### src/rtl/pattern_scheduler_if.sv
// Control/status bundle between the pattern scheduler and the VGA front end.
// The master side is the scheduler; the slave side owns vsync, the mode level and the buttons.
interface pattern_scheduler_if;
  logic       vsync;
  logic       auto_en;
  logic       btn_next;
  logic       btn_prev;
  logic       btn_pause;
  logic       btn_speed;
  logic [1:0] pattern_sel;
  logic       pattern_rst;
  logic       frame_tick;
  logic       paused;
  logic [2:0] step_size;
  logic       blank;

  modport master (
    input  vsync, auto_en, btn_next, btn_prev, btn_pause, btn_speed,
    output pattern_sel, pattern_rst, frame_tick, paused, step_size, blank
  );

  modport slave (
    output vsync, auto_en, btn_next, btn_prev, btn_pause, btn_speed,
    input  pattern_sel, pattern_rst, frame_tick, paused, step_size, blank
  );
endinterface

### src/rtl/pattern_scheduler.sv
// Sequences the VGA pattern generators: debounced buttons, timed auto-advance and
// frame-aligned pattern switches followed by a short blanking window.
module pattern_scheduler #(
  parameter int unsigned NUM_PATTERNS    = 3,
  parameter int unsigned DWELL_FRAMES    = 300,
  parameter int unsigned DEBOUNCE_CYCLES = 250000,
  parameter int unsigned BLANK_FRAMES    = 2
) (
  input logic                 clk,
  input logic                 rst,
  pattern_scheduler_if.master pif
);

  localparam int unsigned DbW = $clog2(DEBOUNCE_CYCLES + 1);
  localparam int unsigned DwW = (DWELL_FRAMES > 1) ? $clog2(DWELL_FRAMES) : 1;
  localparam int unsigned BkW = (BLANK_FRAMES > 1) ? $clog2(BLANK_FRAMES) : 1;

  localparam logic [DbW-1:0] DbLast    = DbW'(DEBOUNCE_CYCLES - 1);
  localparam logic [DwW-1:0] DwellLast = DwW'(DWELL_FRAMES - 1);
  localparam logic [BkW-1:0] BlankLast = BkW'((BLANK_FRAMES > 0) ? BLANK_FRAMES - 1 : 0);
  localparam logic [1:0]     SelLast   = 2'(NUM_PATTERNS - 1);

  localparam logic [0:0] StShow  = 1'b0;
  localparam logic [0:0] StBlank = 1'b1;

  localparam logic [1:0] PendNone = 2'd0;
  localparam logic [1:0] PendNext = 2'd1;
  localparam logic [1:0] PendPrev = 2'd2;

  localparam int unsigned BtnNext  = 0;
  localparam int unsigned BtnPrev  = 1;
  localparam int unsigned BtnPause = 2;
  localparam int unsigned BtnSpeed = 3;

  // Button synchronizers and debouncers
  logic [3:0]     btn_raw;
  logic [3:0]     sync1_q, sync2_q;
  logic [3:0]     db_q;
  logic [3:0]     press_q;
  logic [DbW-1:0] db_cnt_q [4];

  assign btn_raw = {pif.btn_speed, pif.btn_pause, pif.btn_prev, pif.btn_next};

  always_ff @(posedge clk or posedge rst) begin
    if (rst) begin
      sync1_q <= '0;
      sync2_q <= '0;
      db_q    <= '0;
      press_q <= '0;
      for (int i = 0; i < 4; i++) db_cnt_q[i] <= '0;
    end else begin
      sync1_q <= btn_raw;
      sync2_q <= sync1_q;
      press_q <= '0;
      for (int i = 0; i < 4; i++) begin
        if (sync2_q[i] != db_q[i]) begin
          if (db_cnt_q[i] == DbLast) begin
            db_q[i]     <= sync2_q[i];
            db_cnt_q[i] <= '0;
            press_q[i]  <= sync2_q[i];
          end else begin
            db_cnt_q[i] <= db_cnt_q[i] + DbW'(1);
          end
        end else begin
          db_cnt_q[i] <= '0;
        end
      end
    end
  end

  // Frame-level control
  logic           vsync_q, vrise;
  logic [0:0]     state_q, state_d;
  logic [1:0]     sel_q, sel_d;
  logic [1:0]     pend_q, pend_d;
  logic [DwW-1:0] dwell_q, dwell_d;
  logic [BkW-1:0] bcnt_q, bcnt_d;
  logic           prst_q, prst_d;
  logic           tick_q, tick_d;
  logic           paused_q, paused_d;
  logic [2:0]     step_q, step_d;
  logic           blank_q, blank_d;
  logic           do_switch, go_next;

  assign vrise = pif.vsync & ~vsync_q;

  always_comb begin
    state_d   = state_q;
    sel_d     = sel_q;
    pend_d    = pend_q;
    dwell_d   = dwell_q;
    bcnt_d    = bcnt_q;
    prst_d    = 1'b0;
    tick_d    = 1'b0;
    blank_d   = blank_q;
    paused_d  = paused_q ^ press_q[BtnPause];
    step_d    = step_q;
    do_switch = 1'b0;
    go_next   = 1'b1;

    if (press_q[BtnSpeed]) step_d = (step_q == 3'd7) ? 3'd1 : step_q + 3'd1;

    if (vrise) begin
      case (state_q)
        StShow: begin
          if (pend_q != PendNone) begin
            do_switch = 1'b1;
            go_next   = (pend_q == PendNext);
            pend_d    = PendNone;
          end else if (pif.auto_en && !paused_q && dwell_q == DwellLast) begin
            do_switch = 1'b1;
          end else begin
            tick_d = ~paused_q;
            if (!pif.auto_en)  dwell_d = '0;
            else if (!paused_q) dwell_d = dwell_q + DwW'(1);
          end
        end
        default: begin
          if (bcnt_q == BlankLast) begin
            blank_d = 1'b0;
            bcnt_d  = '0;
            state_d = StShow;
          end else begin
            bcnt_d = bcnt_q + BkW'(1);
          end
        end
      endcase
    end

    if (do_switch) begin
      if (go_next) sel_d = (sel_q == SelLast) ? 2'd0 : sel_q + 2'd1;
      else         sel_d = (sel_q == 2'd0) ? SelLast : sel_q - 2'd1;
      prst_d  = 1'b1;
      dwell_d = '0;
      if (BLANK_FRAMES > 0) begin
        blank_d = 1'b1;
        bcnt_d  = '0;
        state_d = StBlank;
      end
    end

    // A press in the same cycle as a consumed request survives for the next frame.
    if (press_q[BtnNext])      pend_d = PendNext;
    else if (press_q[BtnPrev]) pend_d = PendPrev;
  end

  always_ff @(posedge clk or posedge rst) begin
    if (rst) begin
      vsync_q  <= 1'b1;
      state_q  <= StShow;
      sel_q    <= '0;
      pend_q   <= PendNone;
      dwell_q  <= '0;
      bcnt_q   <= '0;
      prst_q   <= 1'b0;
      tick_q   <= 1'b0;
      paused_q <= 1'b0;
      step_q   <= 3'd1;
      blank_q  <= 1'b0;
    end else begin
      vsync_q  <= pif.vsync;
      state_q  <= state_d;
      sel_q    <= sel_d;
      pend_q   <= pend_d;
      dwell_q  <= dwell_d;
      bcnt_q   <= bcnt_d;
      prst_q   <= prst_d;
      tick_q   <= tick_d;
      paused_q <= paused_d;
      step_q   <= step_d;
      blank_q  <= blank_d;
    end
  end

  assign pif.pattern_sel = sel_q;
  assign pif.pattern_rst = prst_q;
  assign pif.frame_tick  = tick_q;
  assign pif.paused      = paused_q;
  assign pif.step_size   = step_q;
  assign pif.blank       = blank_q;

endmodule

### src/flat_wrapper.sv
// flat-port wrapper written by rule: the top's interface ports become plain ports
module pattern_scheduler_flat 
#(
  parameter int unsigned NUM_PATTERNS    = 3,
  parameter int unsigned DWELL_FRAMES    = 300,
  parameter int unsigned DEBOUNCE_CYCLES = 250000,
  parameter int unsigned BLANK_FRAMES    = 2
)
  (clk, rst, pif_vsync, pif_auto_en, pif_btn_next, pif_btn_prev, pif_btn_pause, pif_btn_speed, pif_pattern_sel, pif_pattern_rst, pif_frame_tick, pif_paused, pif_step_size, pif_blank);
  pattern_scheduler_if pif_i ();
  input logic clk;
  input logic rst;
  input wire logic [$bits(pif_i.vsync)-1:0] pif_vsync;
  input wire logic [$bits(pif_i.auto_en)-1:0] pif_auto_en;
  input wire logic [$bits(pif_i.btn_next)-1:0] pif_btn_next;
  input wire logic [$bits(pif_i.btn_prev)-1:0] pif_btn_prev;
  input wire logic [$bits(pif_i.btn_pause)-1:0] pif_btn_pause;
  input wire logic [$bits(pif_i.btn_speed)-1:0] pif_btn_speed;
  output wire logic [$bits(pif_i.pattern_sel)-1:0] pif_pattern_sel;
  output wire logic [$bits(pif_i.pattern_rst)-1:0] pif_pattern_rst;
  output wire logic [$bits(pif_i.frame_tick)-1:0] pif_frame_tick;
  output wire logic [$bits(pif_i.paused)-1:0] pif_paused;
  output wire logic [$bits(pif_i.step_size)-1:0] pif_step_size;
  output wire logic [$bits(pif_i.blank)-1:0] pif_blank;
  assign pif_i.vsync = pif_vsync;
  assign pif_i.auto_en = pif_auto_en;
  assign pif_i.btn_next = pif_btn_next;
  assign pif_i.btn_prev = pif_btn_prev;
  assign pif_i.btn_pause = pif_btn_pause;
  assign pif_i.btn_speed = pif_btn_speed;
  assign pif_pattern_sel = pif_i.pattern_sel;
  assign pif_pattern_rst = pif_i.pattern_rst;
  assign pif_frame_tick = pif_i.frame_tick;
  assign pif_paused = pif_i.paused;
  assign pif_step_size = pif_i.step_size;
  assign pif_blank = pif_i.blank;
  pattern_scheduler #(.NUM_PATTERNS(NUM_PATTERNS), .DWELL_FRAMES(DWELL_FRAMES), .DEBOUNCE_CYCLES(DEBOUNCE_CYCLES), .BLANK_FRAMES(BLANK_FRAMES)) u_core (.clk(clk), .rst(rst), .pif(pif_i));
endmodule
### config.mk
export PLATFORM = sky130hd
export DESIGN_NAME = pattern_scheduler_flat
export DESIGN_NICKNAME = d
export VERILOG_FILES = /design/src/rtl/pattern_scheduler_if.sv /design/src/rtl/pattern_scheduler.sv /design/src/flat_wrapper.sv
export SDC_FILE = /design/constraint.sdc
export NUM_CORES = 1
export LEC_CHECK = 0
export BUFFER_PORTS_ARGS = -buffer_cell sky130_fd_sc_hd__buf_2
export CAP_MARGIN = 20
export CORE_MARGIN = 5
export CORE_UTILIZATION = 30
export DETAILED_ROUTE_END_ITERATION = 10
export GPL_TIMING_DRIVEN = 0
export PLACE_DENSITY_LB_ADDON = 0.2
export SYNTH_ARGS = -nofsm -noshare
export SYNTH_HDL_FRONTEND = slang
export SYNTH_SLANG_ARGS = --single-unit
### constraint.sdc
create_clock -name clk -period 3.67 [get_ports clk]
set_input_delay 0.734 -clock clk [delete_from_list [all_inputs] [get_ports clk]]
set_output_delay 0.734 -clock clk [all_outputs]
set_load 0.05 [all_outputs]
==> metrics.txt, run 1 <==
# TYPE chip_impl_metric gauge
chip_impl_metric{name="p_per_area",unit="nW/um^2"} 383.8
chip_impl_metric{name="antenna_left",unit=""} 0
chip_impl_metric{name="routedWlPerCell",unit="um"} 13.08
chip_impl_metric{name="yosysUniqueCellTypes",unit=""} 56
chip_impl_metric{name="floorplan.die.width",unit="um"} 143.2
chip_impl_metric{name="slew_headroom",unit=""} 0.5047
chip_impl_metric{name="drt_wl_total",unit="um"} 10080
chip_impl_metric{name="synth.ff_latch_count",unit=""} 111
chip_impl_metric{name="post-cts-setup-buffer-count",unit=""} 0
chip_impl_metric{name="ir_worst_vdd",unit="mV"} 0.1975
chip_impl_metric{name="floorplan.rows",unit=""} 48
chip_impl_metric{name="syn_avg_cell_area",unit="um^2"} 10.37
chip_impl_metric{name="timing.final.max_slew_violations",unit=""} 0
chip_impl_metric{name="vias",unit=""} 3799
chip_impl_info{name="endpoint_kind",value="register"} 1
chip_impl_metric{name="critPathArrivalTime",unit="ns"} 2.47
chip_impl_metric{name="gr-total-overflow",unit=""} 0
chip_impl_metric{name="synth-edff-count",unit=""} 0
chip_impl_metric{name="layout.cells.non_filler",unit=""} 771
chip_impl_metric{name="first_iter_violations",unit=""} 244
chip_impl_info{name="min_path_type",value="reg -> reg"} 1
chip_impl_metric{name="syn_nets",unit=""} 531
chip_impl_info{name="synth_ff_type",value="dfrtp_1"} 1
chip_impl_metric{name="cts.sinks",unit=""} 111
chip_impl_metric{name="yosys_warnings",unit=""} 0
chip_impl_metric{name="finalClockSkew",unit="ns"} 0.008685
chip_impl_metric{name="holdBufCountCts",unit=""} 0
chip_impl_metric{name="worstMarginPinSlew",unit="ns"} 0.7348
chip_impl_metric{name="max_fo_critical_path",unit=""} 10
chip_impl_metric{name="synth.cell_area",unit="um^2"} 5319
chip_impl_metric{name="syn_inst",unit=""} 513
chip_impl_info{name="worstSetupStartpointType",value="register"} 1
chip_impl_metric{name="cts_made_buffers",unit=""} 9
chip_impl_metric{name="initial_antenna_violation_count",unit=""} 0
chip_impl_metric{name="cp.required",unit="ns"} 3.88
chip_impl_metric{name="leakagePower",unit="nW"} 2.429
chip_impl_metric{name="design.final.nets",unit=""} 559
chip_impl_metric{name="cts_max_level",unit=""} 3
chip_impl_metric{name="post_route_cells_drive_above_1_share",unit=""} 0.1117
chip_impl_metric{name="area_growth_syn_to_layout",unit="%"} 12.54
chip_impl_metric{name="n_antenna_cell",unit=""} 0
chip_impl_metric{name="drt_pass1_iterations",unit=""} 5
chip_impl_metric{name="port_buffers",unit=""} 16
chip_impl_metric{name="grt_start_max_net_pins",unit=""} 59
chip_impl_info{name="setup.worst_path.start",value="u_core.db_cnt_q[18]$_DFF_PP0_"} 1
chip_impl_metric{name="die_y",unit="um"} 143.2
chip_impl_info{name="critPathCapture",value="u_core.db_cnt_q[34]$_DFF_PP0_"} 1
chip_impl_metric{name="worst_r2r_path_cells",unit=""} 6
chip_impl_metric{name="clock_tree.buffer_depth",unit=""} 2
chip_impl_metric{name="rrSetupSlack",unit="ns"} 1.41
chip_impl_info{name="crit_type",value="reg -> reg"} 1
chip_impl_metric{name="number_of_global_route_vias_before_repair",unit=""} 3869
chip_impl_metric{name="ctsResizeCount",unit=""} 0
chip_impl_metric{name="asyncSetResetFlopFracSynth",unit=""} 1.000
chip_impl_info{name="rsz0062_at_grt",value="no"} 1
chip_impl_metric{name="report.final.hold_viol_count",unit=""} 0
chip_impl_metric{name="synth_sequential_area_ratio",unit=""} 0.5227
chip_impl_info{name="status",value="finished clean"} 1
chip_impl_metric{name="ioPinCount",unit=""} 17
chip_impl_metric{name="dpl.hpwl",unit="um"} 7085
chip_impl_metric{name="fin_worst_hold_slack",unit="ns"} 0.3510
chip_impl_metric{name="fmax",unit="GHz"} 0.4424
chip_impl_metric{name="worst_setup_hold_path_clk_slew",unit="ns"} 0.08
chip_impl_metric{name="place.detailed.instances",unit=""} 755
chip_impl_metric{name="clock_insertion_delay_worst_skew",unit="ns"} 0.35
chip_impl_info{name="rr_startpoint",value="u_core.db_cnt_q[18]$_DFF_PP0_"} 1
chip_impl_info{name="reg_to_reg_endpoint",value="u_core.db_cnt_q[34]$_DFF_PP0_"} 1
chip_impl_metric{name="floorplan.die_area",unit="um^2"} 20490
chip_impl_metric{name="final.period_utilization",unit=""} 0.6159
chip_impl_metric{name="core",unit="um^2"} 17360
chip_impl_metric{name="weighted_congestion_reported_at_the_end_of_routability_driven_placement",unit=""} 0.7493
chip_impl_metric{name="setup_violations",unit=""} 0
chip_impl_info{name="clockRootBuffer",value="clkbuf_16"} 1
chip_impl_metric{name="gr-usage-all-layers",unit=""} 0.1084
chip_impl_metric{name="total_drc_errors_in_the_routed_layout",unit=""} 0
chip_impl_metric{name="final_period_minus_worst_setup_slack",unit="ns"} 2.260
chip_impl_metric{name="cap_viol_max_count",unit=""} 0
chip_impl_info{name="tritoncts",value="yes"} 1
chip_impl_metric{name="first_pass_grt_wire_length",unit="um"} 18180
chip_impl_metric{name="initial_utilization",unit=""} 0.3064
chip_impl_metric{name="viasPerCell",unit=""} 4.927
## layer usage
metal | GRT usage | vias to the layer above | routed length (um)
li1 | - | 1887 | -
met1 | 0.1460 | 1846 | 4969
met2 | 0.1699 | 54 | 4596
met3 | 0.01909 | 12 | 305
met4 | 0.05053 | 0 | 211
met5 | 0 | - | 0
## cell usage after synthesis (all sizes together), types with 2 or more instances
library cell | count | share of area
dfrtp | 109 | 0.51
nor2 | 84 | 0.059
xnor2 | 46 | 0.076
nand3 | 36 | 0.036
nor4 | 24 | 0.028
nand2 | 22 | 0.016
nand4 | 22 | 0.027
inv | 18 | 0.013
xor2 | 16 | 0.026
nor3 | 13 | 0.012
o21ai | 12 | 0.013
ha | 10 | 0.024
a21oi | 9 | 0.0085
and3 | 6 | 0.0071
clkbuf | 6 | 0.0042
o31ai | 6 | 0.0085
or4 | 6 | 0.0099
mux2 | 5 | 0.011
mux2i | 5 | 0.0094
or2 | 5 | 0.0059
buf | 4 | 0.0049
nor3b | 4 | 0.0056
or3 | 4 | 0.0047
nor4b | 3 | 0.0049
nor4bb | 3 | 0.0056
o41ai | 3 | 0.0099
or4b | 3 | 0.0056
a21o | 2 | 0.0028
a22oi | 2 | 0.0028
a41oi | 2 | 0.0047
and2 | 2 | 0.0024
and4 | 2 | 0.0033
dfstp | 2 | 0.0099
nand2b | 2 | 0.0024
nand3b | 2 | 0.0028
o21bai | 2 | 0.0028
or3b | 2 | 0.0033
## logic make-up after synthesis
family	after synthesis	synth area share
AND/OR/NAND/NOR	246	0.2437
flip-flops	111	0.5227
XOR/XNOR	62	0.1021
AO/OA/AOI/OAI	46	0.06610
buffers and inverters	28	0.02188
multiplexers	10	0.01999
adder cells (fa/ha/maj)	10	0.02352
## report_power, final
part	switching [mW]	internal (mW)
Clock	0.445	0.465
Combinational	0.0720	0.0386
Sequential	0.0267	1.25
## sequential cells by signal, summed over array words and instances, names as in the netlist, 2 cells and up
| signal | cells |
|---|---|
| u_core.dwell_q | 9 |
| u_core.db_q | 4 |
| u_core.pif.pattern_sel | 2 |
| u_core.sync1_q | 4 |
| u_core.pend_q | 2 |
| u_core.pif.step_size | 3 |
| u_core.db_cnt_q | 72 |
| u_core.sync2_q | 4 |
| u_core.press_q | 4 |
## worst max-delay path, stage by stage, from the launching register on
cell,delay (ns)
dfrtp_1,0.40
ha_1,0.23
and3_1,0.27
nand3_1,0.14
o21ai_1,0.55
clkbuf_1,0.44
nor2_1,0.10
## cell type report
class,instances,area (um^2)
fillers,1710,11370
multi-input cells,374,2422
plain buffers,10,48.80
inverters,18,70.07
well taps,225,281.5
clock inverters,6,46.29
clock buffers,10,229.0
repair buffers,17,107.6
flip-flops and latches,111,2780
## through the flow
stage | cell area, um^2 | total power [mW] | TNS [ns] | setup WS (ns) | utilization
4_1_cts | 5986 | 2.348 | 0 | 1.355 | 0.3449
3_5_place_dp | 5710 | 1.416 | 0 | 1.218 | 0.3290
5_1_grt | 5986 | 2.408 | 0 | 1.169 | 0.3449
3_3_place_gp | 5680 | 1.409 | -151.17 | -1.388 | 0.3273
2_1_floorplan | 5319 | 1.377 | 0 | 0.008657 | -
6_report | 5986 | 2.297 | 0 | 1.410 | 0.3449
## cell usage in the layout, fill, tap and decap left out, drive strengths merged, types with 9 or more instances in the layout
cell type and n:
a21oi 9, buf 21, clkbuf 16, dfrtp 109, ha 10, inv 19, nand2 22, nand3 36
nand4 22, nor2 84, nor3 13, nor4 24, o21ai 12, xnor2 46, xor2 16
## how the worst min path moves through the flow
stage	from	to	slack, ns	cells past startpoint
after floorplan	u_core.sync1_q[0]$_DFF_PP0_	u_core.sync2_q[0]$_DFF_PP0_	0.33	0
after global placement	u_core.sync1_q[3]$_DFF_PP0_	u_core.sync2_q[3]$_DFF_PP0_	0.33	0
final	u_core.sync1_q[1]$_DFF_PP0_	u_core.sync2_q[1]$_DFF_PP0_	0.35	0
after CTS	u_core.sync1_q[1]$_DFF_PP0_	u_core.sync2_q[1]$_DFF_PP0_	0.35	0
after global routing	u_core.sync1_q[0]$_DFF_PP0_	u_core.sync2_q[0]$_DFF_PP0_	0.36	0
after detailed placement	u_core.sync1_q[1]$_DFF_PP0_	u_core.sync2_q[1]$_DFF_PP0_	0.33	0
Note: power is estimated with default switching activity, not from simulation.
==> run 2, diff against run 1 <==
==> constraint.sdc (replaced) <==
create_clock -name clk -period 2.3 [get_ports clk]
set_input_delay 0.46 -clock clk [delete_from_list [all_inputs] [get_ports clk]]
set_output_delay 0.46 -clock clk [all_outputs]
set_load 0.05 [all_outputs]
==> run 2 against run 1 <==
Count of clock-buffer cells in the layout increased by 2. Die area did not move. Core utilization increased by 0.78 points. Sequential cell count stayed put. First-iteration DRC count fell by 43%. Maximum frequency increased by 5.4%. Via count is 1.3% higher. Power is 76% higher. Final cell count is 0.26% higher. Clock power is 100% higher. Sequential share of layout area shrank 1.0 points. Critical endpoint is now u_core.db_q[0]$_DFFE_PP0P_. Largest cell class unchanged. Highest routed layer unchanged.
==> metrics.txt, run 2 (synthesis results as in run 1) <==
# TYPE chip_impl_metric gauge
chip_impl_metric{name="cts_made_buffers",unit=""} 9
chip_impl_info{name="timing.critical_path.max_delay_family",value="simple AND/OR/NAND/NOR gates"} 1
chip_impl_metric{name="design.final.nets",unit=""} 561
chip_impl_metric{name="utilization",unit=""} 0.3527
chip_impl_metric{name="clock_insertion_delay_worst_skew",unit="ns"} 0.35
chip_impl_info{name="endpoint_kind",value="register"} 1
chip_impl_metric{name="rrSetupSlack",unit="ns"} 0.16
chip_impl_metric{name="die_y",unit="um"} 143.2
chip_impl_metric{name="setup_violations",unit=""} 0
chip_impl_metric{name="globalRouteMet1Util",unit=""} 0.1459
chip_impl_metric{name="number_of_global_route_vias_before_repair",unit=""} 3884
chip_impl_info{name="global_route.peak_usage_layer",value="met2"} 1
chip_impl_metric{name="cp.required",unit="ns"} 2.52
chip_impl_metric{name="report.final.hold_viol_count",unit=""} 0
chip_impl_info{name="status",value="finished clean"} 1
chip_impl_metric{name="post-cts-setup-buffer-count",unit=""} 0
chip_impl_metric{name="gr-usage-all-layers",unit=""} 0.1095
chip_impl_info{name="min_path_type",value="in -> async"} 1
chip_impl_metric{name="initial_antenna_violation_count",unit=""} 0
chip_impl_metric{name="worstPathBufferInverterCount",unit=""} 1
chip_impl_metric{name="first_pass_grt_wire_length",unit="um"} 18460
chip_impl_metric{name="cts_max_level",unit=""} 3
chip_impl_metric{name="worstMarginPinSlew",unit="ns"} 0.5801
chip_impl_metric{name="holdBufCountCts",unit=""} 0
chip_impl_metric{name="cts.sinks",unit=""} 111
chip_impl_metric{name="finalClockSkew",unit="ns"} 0.009921
chip_impl_metric{name="dpl.hpwl",unit="um"} 7353
chip_impl_metric{name="cap_viol_max_count",unit=""} 0
chip_impl_metric{name="total_drc_errors_in_the_routed_layout",unit=""} 0
chip_impl_metric{name="routedWlPerCell",unit="um"} 13.52
chip_impl_metric{name="weighted_congestion_reported_at_the_end_of_routability_driven_placement",unit=""} 0.7927
chip_impl_info{name="clockRootBuffer",value="clkbuf_16"} 1
chip_impl_info{name="rr_startpoint",value="u_core.db_cnt_q[64]$_DFF_PP0_"} 1
chip_impl_metric{name="area_growth_syn_to_layout",unit="%"} 15.08
chip_impl_metric{name="floorplan.rows",unit=""} 48
chip_impl_metric{name="clock_tree.buffer_depth",unit=""} 2
chip_impl_metric{name="worst_setup_hold_path_clk_slew",unit="ns"} 0.07
chip_impl_metric{name="n_antenna_cell",unit=""} 0
chip_impl_metric{name="placed_cell_area",unit="um^2"} 5744
chip_impl_metric{name="place.detailed.instances",unit=""} 757
chip_impl_metric{name="slew_headroom",unit=""} 0.6078
chip_impl_metric{name="port_buffers",unit=""} 16
chip_impl_metric{name="core",unit="um^2"} 17360
chip_impl_metric{name="met3_usage",unit=""} 0.01909
chip_impl_metric{name="worst_r2r_path_cells",unit=""} 5
chip_impl_metric{name="leakagePower",unit="nW"} 2.501
chip_impl_info{name="layout.cells.most_common",value="dfrtp_1"} 1
chip_impl_metric{name="crit_path_setup_slack_layout",unit="ns"} 0.1563
chip_impl_metric{name="drt_pass1_iterations",unit=""} 5
chip_impl_metric{name="drt_wl_total",unit="um"} 10450
chip_impl_metric{name="gr-total-overflow",unit=""} 0
chip_impl_metric{name="use_met2",unit=""} 0.1743
chip_impl_metric{name="ioPinCount",unit=""} 17
chip_impl_metric{name="layout.cells.non_filler",unit=""} 773
chip_impl_info{name="layout_common_cells",value="dfrtp_1 (109), nor2_1 (84), xnor2_1 (46)"} 1
chip_impl_metric{name="post_route_cells_drive_above_1_share",unit=""} 0.1186
chip_impl_info{name="crit_path_cell_trace",value="buf_2 > or4_1 > or4_4 > nor2_1 > mux2_2"} 1
chip_impl_info{name="crit_type",value="reg -> reg"} 1
chip_impl_metric{name="final_period_minus_worst_setup_slack",unit="ns"} 2.144
chip_impl_metric{name="max_fo_critical_path",unit=""} 7
chip_impl_metric{name="vias",unit=""} 3849
chip_impl_info{name="reg_top3",value="u_core.db_cnt_q (72), u_core.dwell_q (9)"} 1
chip_impl_info{name="worstSetupStartpointType",value="register"} 1
chip_impl_metric{name="viasPerCell",unit=""} 4.979
chip_impl_metric{name="antenna_left",unit=""} 0
chip_impl_metric{name="p_per_area",unit="nW/um^2"} 661.7
chip_impl_info{name="cell_with_the_biggest_individual_delay_on_the_critical_path",value="or4_1"} 1
chip_impl_info{name="reg_to_reg_endpoint",value="u_core.db_q[0]$_DFFE_PP0P_"} 1
chip_impl_metric{name="highest_cell_delay_on_the_worst_timing_path",unit="ns"} 0.53
chip_impl_metric{name="floorplan.die.width",unit="um"} 143.2
chip_impl_metric{name="initial_utilization",unit=""} 0.3064
chip_impl_metric{name="largest_register_ffs",unit=""} 72
chip_impl_metric{name="final.period_utilization",unit=""} 0.9320
chip_impl_metric{name="ctsResizeCount",unit=""} 0
chip_impl_metric{name="critPathArrivalTime",unit="ns"} 2.37
chip_impl_metric{name="floorplan.die_area",unit="um^2"} 20490
chip_impl_metric{name="timing.final.max_slew_violations",unit=""} 0
chip_impl_metric{name="first_iter_violations",unit=""} 140
chip_impl_info{name="regMostFlops",value="u_core.db_cnt_q"} 1
chip_impl_metric{name="ir_worst_vdd",unit="mV"} 0.4132
chip_impl_metric{name="grt_start_max_net_pins",unit=""} 38
chip_impl_info{name="rsz0062_at_grt",value="no"} 1
chip_impl_metric{name="preCtsSetupSlack",unit="ns"} 0.05060
chip_impl_info{name="tritoncts",value="yes"} 1
chip_impl_metric{name="post-route-cell-area",unit="um^2"} 6121
chip_impl_metric{name="fmax",unit="GHz"} 0.4665
==> run 2: cell type report <==
type | instances | area [um^2]
plain buffers | 10 | 48.80
clock buffers | 12 | 256.5
clock inverters | 4 | 98.84
fillers | 1748 | 11240
inverters | 18 | 71.32
multi-input cells | 374 | 2444
flip-flops and latches | 111 | 2780
well taps | 225 | 281.5
repair buffers | 19 | 140.1
==> run 2: per-layer routing <==
layer	vias up	wire, um
met4	0	215
met2	56	4868
met3	14	315
met5	-	0
li1	1889	-
met1	1890	5049
==> run 2: worst max path at each step <==
stage / from / end / slack [ns] / cells past startpoint
4_1_cts: u_core.db_cnt_q[18]$_DFF_PP0_ / u_core.db_cnt_q[29]$_DFF_PP0_ / 0.04 / 6
6_report: u_core.db_cnt_q[64]$_DFF_PP0_ / u_core.db_q[0]$_DFFE_PP0P_ / 0.16 / 5
3_3_place_gp: rst / u_core.dwell_q[5]$_DFFE_PP0P_ / -0.27 / 2
3_5_place_dp: u_core.db_cnt_q[18]$_DFF_PP0_ / u_core.db_cnt_q[29]$_DFF_PP0_ / 0.05 / 6
2_1_floorplan: u_core.db_cnt_q[64]$_DFF_PP0_ / u_core.db_q[0]$_DFFE_PP0P_ / 0.28 / 5
5_1_grt: u_core.db_cnt_q[36]$_DFF_PP0_ / u_core.db_cnt_q[45]$_DFF_PP0_ / 0.004 / 5
==> run 2: report_power, final <==
group | leakage [nW] | internal (mW) | switching [mW]
Sequential | 1.49 | 1.99 | 0.0436
Clock | 0.173 | 1.13 | 0.696
Combinational | 0.835 | 0.0679 | 0.118
Total | 2.50 | 3.19 | 0.858
==> run 2: through the flow <==
stage,power (mW),setup TNS (ns),hold slack [ns]
2_1_floorplan,2.197,0,0.3312
3_3_place_gp,2.247,-28.85,0.3369
3_5_place_dp,2.268,0,0.3373
4_1_cts,4.113,0,0.09073
5_1_grt,4.234,0,0.1108
6_report,4.050,0,0.08797
==> run 3, diff against run 2 <==
--- a/config.mk
+++ b/config.mk
@@ -8,7 +8,7 @@
 export BUFFER_PORTS_ARGS = -buffer_cell sky130_fd_sc_hd__buf_2
 export CAP_MARGIN = 20
 export CORE_MARGIN = 5
-export CORE_UTILIZATION = 30
+export CORE_UTILIZATION = 55
 export DETAILED_ROUTE_END_ITERATION = 10
 export GPL_TIMING_DRIVEN = 0
 export PLACE_DENSITY_LB_ADDON = 0.2
==> run 3 against run 2 <==
Non-clock buffer count fell by 1. Critical path depth did not move. Wire length fell by 8.8%. Worst setup slack improved by 0.032 ns. Final cell count fell by 13%.
==> metrics.txt, run 3 (synthesis results as in run 1) <==
# TYPE chip_impl_metric gauge
chip_impl_info{name="status",value="finished clean"} 1
chip_impl_metric{name="p_per_area",unit="nW/um^2"} 590.8
chip_impl_metric{name="area_growth_syn_to_layout",unit="%"} 9.527
chip_impl_info{name="min_path_type",value="in -> reg"} 1
chip_impl_metric{name="cp.required",unit="ns"} 2.56
chip_impl_metric{name="number_of_global_route_vias_before_repair",unit=""} 3771
chip_impl_metric{name="grt_start_max_net_pins",unit=""} 45
chip_impl_metric{name="first_pass_grt_wire_length",unit="um"} 17010
chip_impl_info{name="tritoncts",value="yes"} 1
chip_impl_metric{name="gr-total-overflow",unit=""} 0
chip_impl_metric{name="report.final.hold_viol_count",unit=""} 0
chip_impl_metric{name="worst_r2r_path_cells",unit=""} 5
chip_impl_metric{name="design.final.nets",unit=""} 560
chip_impl_metric{name="initial_utilization",unit=""} 0.5702
chip_impl_info{name="hp-start",value="pif_btn_speed"} 1
chip_impl_metric{name="ir_worst_vdd",unit="mV"} 0.4956
chip_impl_metric{name="post-cts-setup-buffer-count",unit=""} 0
chip_impl_info{name="clockRootBuffer",value="clkbuf_8"} 1
chip_impl_info{name="reg_top3",value="u_core.db_cnt_q (72), u_core.dwell_q (9)"} 1
chip_impl_metric{name="viasPerCell",unit=""} 5.717
chip_impl_metric{name="fin_worst_hold_slack",unit="ns"} 0.1959
chip_impl_metric{name="clock_insertion_delay_worst_skew",unit="ns"} 0.36
chip_impl_metric{name="first_iter_violations",unit=""} 146
chip_impl_info{name="layout_common_cells",value="dfrtp_1 (109), nor2_1 (84), xnor2_1 (46)"} 1
chip_impl_metric{name="place.detailed.instances",unit=""} 660
chip_impl_metric{name="slew_headroom",unit=""} 0.4816
chip_impl_metric{name="layout.cells.non_filler",unit=""} 676
chip_impl_metric{name="critPathArrivalTime",unit="ns"} 2.37
chip_impl_metric{name="post_route_cells_drive_above_1_share",unit=""} 0.1097
chip_impl_info{name="reg_to_reg_endpoint",value="u_core.db_q[0]$_DFFE_PP0P_"} 1
chip_impl_info{name="rsz0062_at_grt",value="no"} 1
chip_impl_metric{name="drt_pass1_iterations",unit=""} 4
chip_impl_metric{name="ioPinCount",unit=""} 17
chip_impl_metric{name="drt_wl_total",unit="um"} 9533
chip_impl_metric{name="core",unit="um^2"} 9328
chip_impl_metric{name="leakagePower",unit="nW"} 2.416
chip_impl_metric{name="dpl.hpwl",unit="um"} 6824
chip_impl_metric{name="floorplan.die_area",unit="um^2"} 11740
chip_impl_info{name="worstSetupStartpointType",value="register"} 1
chip_impl_info{name="rr_startpoint",value="u_core.db_cnt_q[64]$_DFF_PP0_"} 1
chip_impl_metric{name="vias",unit=""} 3865
chip_impl_info{name="layout.cells.most_common",value="dfrtp_1"} 1
chip_impl_metric{name="cap_viol_max_count",unit=""} 0
chip_impl_metric{name="gr-usage-all-layers",unit=""} 0.1787
chip_impl_metric{name="n_antenna_cell",unit=""} 0
chip_impl_metric{name="finalClockSkew",unit="ns"} 0.01224
chip_impl_info{name="regMostFlops",value="u_core.db_cnt_q"} 1
chip_impl_info{name="crit_type",value="reg -> reg"} 1
chip_impl_metric{name="antenna_left",unit=""} 0
chip_impl_metric{name="rrSetupSlack",unit="ns"} 0.19
chip_impl_metric{name="initial_antenna_violation_count",unit=""} 0
chip_impl_metric{name="largest_register_ffs",unit=""} 72
chip_impl_metric{name="worstMarginPinSlew",unit="ns"} 0.7759
chip_impl_metric{name="cts_max_level",unit=""} 3
chip_impl_metric{name="weighted_congestion_reported_at_the_end_of_routability_driven_placement",unit=""} 0.8219
chip_impl_metric{name="holdPathStages",unit=""} 1
chip_impl_metric{name="final_sum_of_negative_setup_slack",unit="ns"} 0
chip_impl_metric{name="clock_tree.buffer_depth",unit=""} 2
chip_impl_metric{name="worst_setup_hold_path_clk_slew",unit="ns"} 0.10
chip_impl_metric{name="max_fo_critical_path",unit=""} 7
chip_impl_metric{name="total_drc_errors_in_the_routed_layout",unit=""} 0
chip_impl_metric{name="final.period_utilization",unit=""} 0.9181
chip_impl_metric{name="fmax",unit="GHz"} 0.4736
chip_impl_metric{name="floorplan.die.width",unit="um"} 108.3
chip_impl_info{name="endpoint_kind",value="register"} 1
chip_impl_metric{name="final_period_minus_worst_setup_slack",unit="ns"} 2.112
chip_impl_metric{name="timing.final.max_slew_violations",unit=""} 0
chip_impl_metric{name="cts_made_buffers",unit=""} 9
chip_impl_metric{name="port_buffers",unit=""} 16
chip_impl_metric{name="die_y",unit="um"} 108.3
chip_impl_metric{name="floorplan.rows",unit=""} 35
chip_impl_metric{name="cts.sinks",unit=""} 111
chip_impl_metric{name="setup_violations",unit=""} 0
chip_impl_info{name="hold-path-endpoint",value="u_core.sync1_q[3]$_DFF_PP0_"} 1
chip_impl_metric{name="routedWlPerCell",unit="um"} 14.10
-- run 3: layout make-up --
class | count | area, um^2
Sequential cell | 111 | 2780
Clock buffer | 13 | 138.9
Buffer | 10 | 48.80
Clock inverter | 3 | 67.56
Tap cell | 129 | 161.4
Multi-Input combinational cell | 374 | 2437
Inverter | 18 | 71.32
Fill cell | 768 | 3502
Timing Repair Buffer | 18 | 120.1
-- run 3: worst max-delay path by stage --
stage,startpoint,cells past startpoint,slack (ns),endpoint
2_1_floorplan,u_core.db_cnt_q[64]$_DFF_PP0_,5,0.28,u_core.db_q[0]$_DFFE_PP0P_
4_1_cts,u_core.db_cnt_q[18]$_DFF_PP0_,6,0.04,u_core.db_cnt_q[29]$_DFF_PP0_
3_5_place_dp,u_core.db_cnt_q[18]$_DFF_PP0_,6,0.05,u_core.db_cnt_q[29]$_DFF_PP0_
6_report,u_core.db_cnt_q[64]$_DFF_PP0_,5,0.19,u_core.db_q[0]$_DFFE_PP0P_
3_3_place_gp,rst,2,-0.15,u_core.dwell_q[5]$_DFFE_PP0P_
5_1_grt,u_core.db_cnt_q[36]$_DFF_PP0_,5,0.04,u_core.db_cnt_q[47]$_DFF_PP0_
-- run 3: timing repair --
item	4_1_cts	5_1_grt
endpoints found under the setup margin	0	20
hold buffers	0	0
resized for setup	0	2
hold endpoints to repair	0	0
-- run 3: power by group --
| part | internal, mW | total (mW) | switching, mW |
|---|---|---|---|
| clock network | 0.616 | 1.23 | 0.609 |
| logic | 0.0645 | 0.178 | 0.114 |
| registers | 1.99 | 2.04 | 0.0441 |
| total | 2.68 | 3.44 | 0.767 |
-- run 3: per-stage QoR --
step                  util  power (mW)  setup WS [ns]  instance area, um^2
detailed placement  0.6008       2.257        0.04922                 5604
floorplan                -       2.197         0.2823                 5323
CTS                 0.6229       3.491        0.03776                 5811
global placement    0.5965       2.241        -0.1503                 5564
global route        0.6245       3.601        0.03672                 5826
finish              0.6245       3.442         0.1884                 5826
-- run 3: critical path, cell delays in order (launching register included) --
cell     delay (ns)
dfrtp_1        0.37
buf_2          0.15
or4_1          0.51
or4_4          0.45
nor2_1         0.17
mux2_2         0.35
-- run 3: layer usage --
metal	vias up	global-route usage	wire [um]
met5	-	0	0
met4	0	0.05140	121
met3	12	0.03881	313
met2	53	0.3117	4786
met1	1922	0.2243	4312
li1	1878	-	-
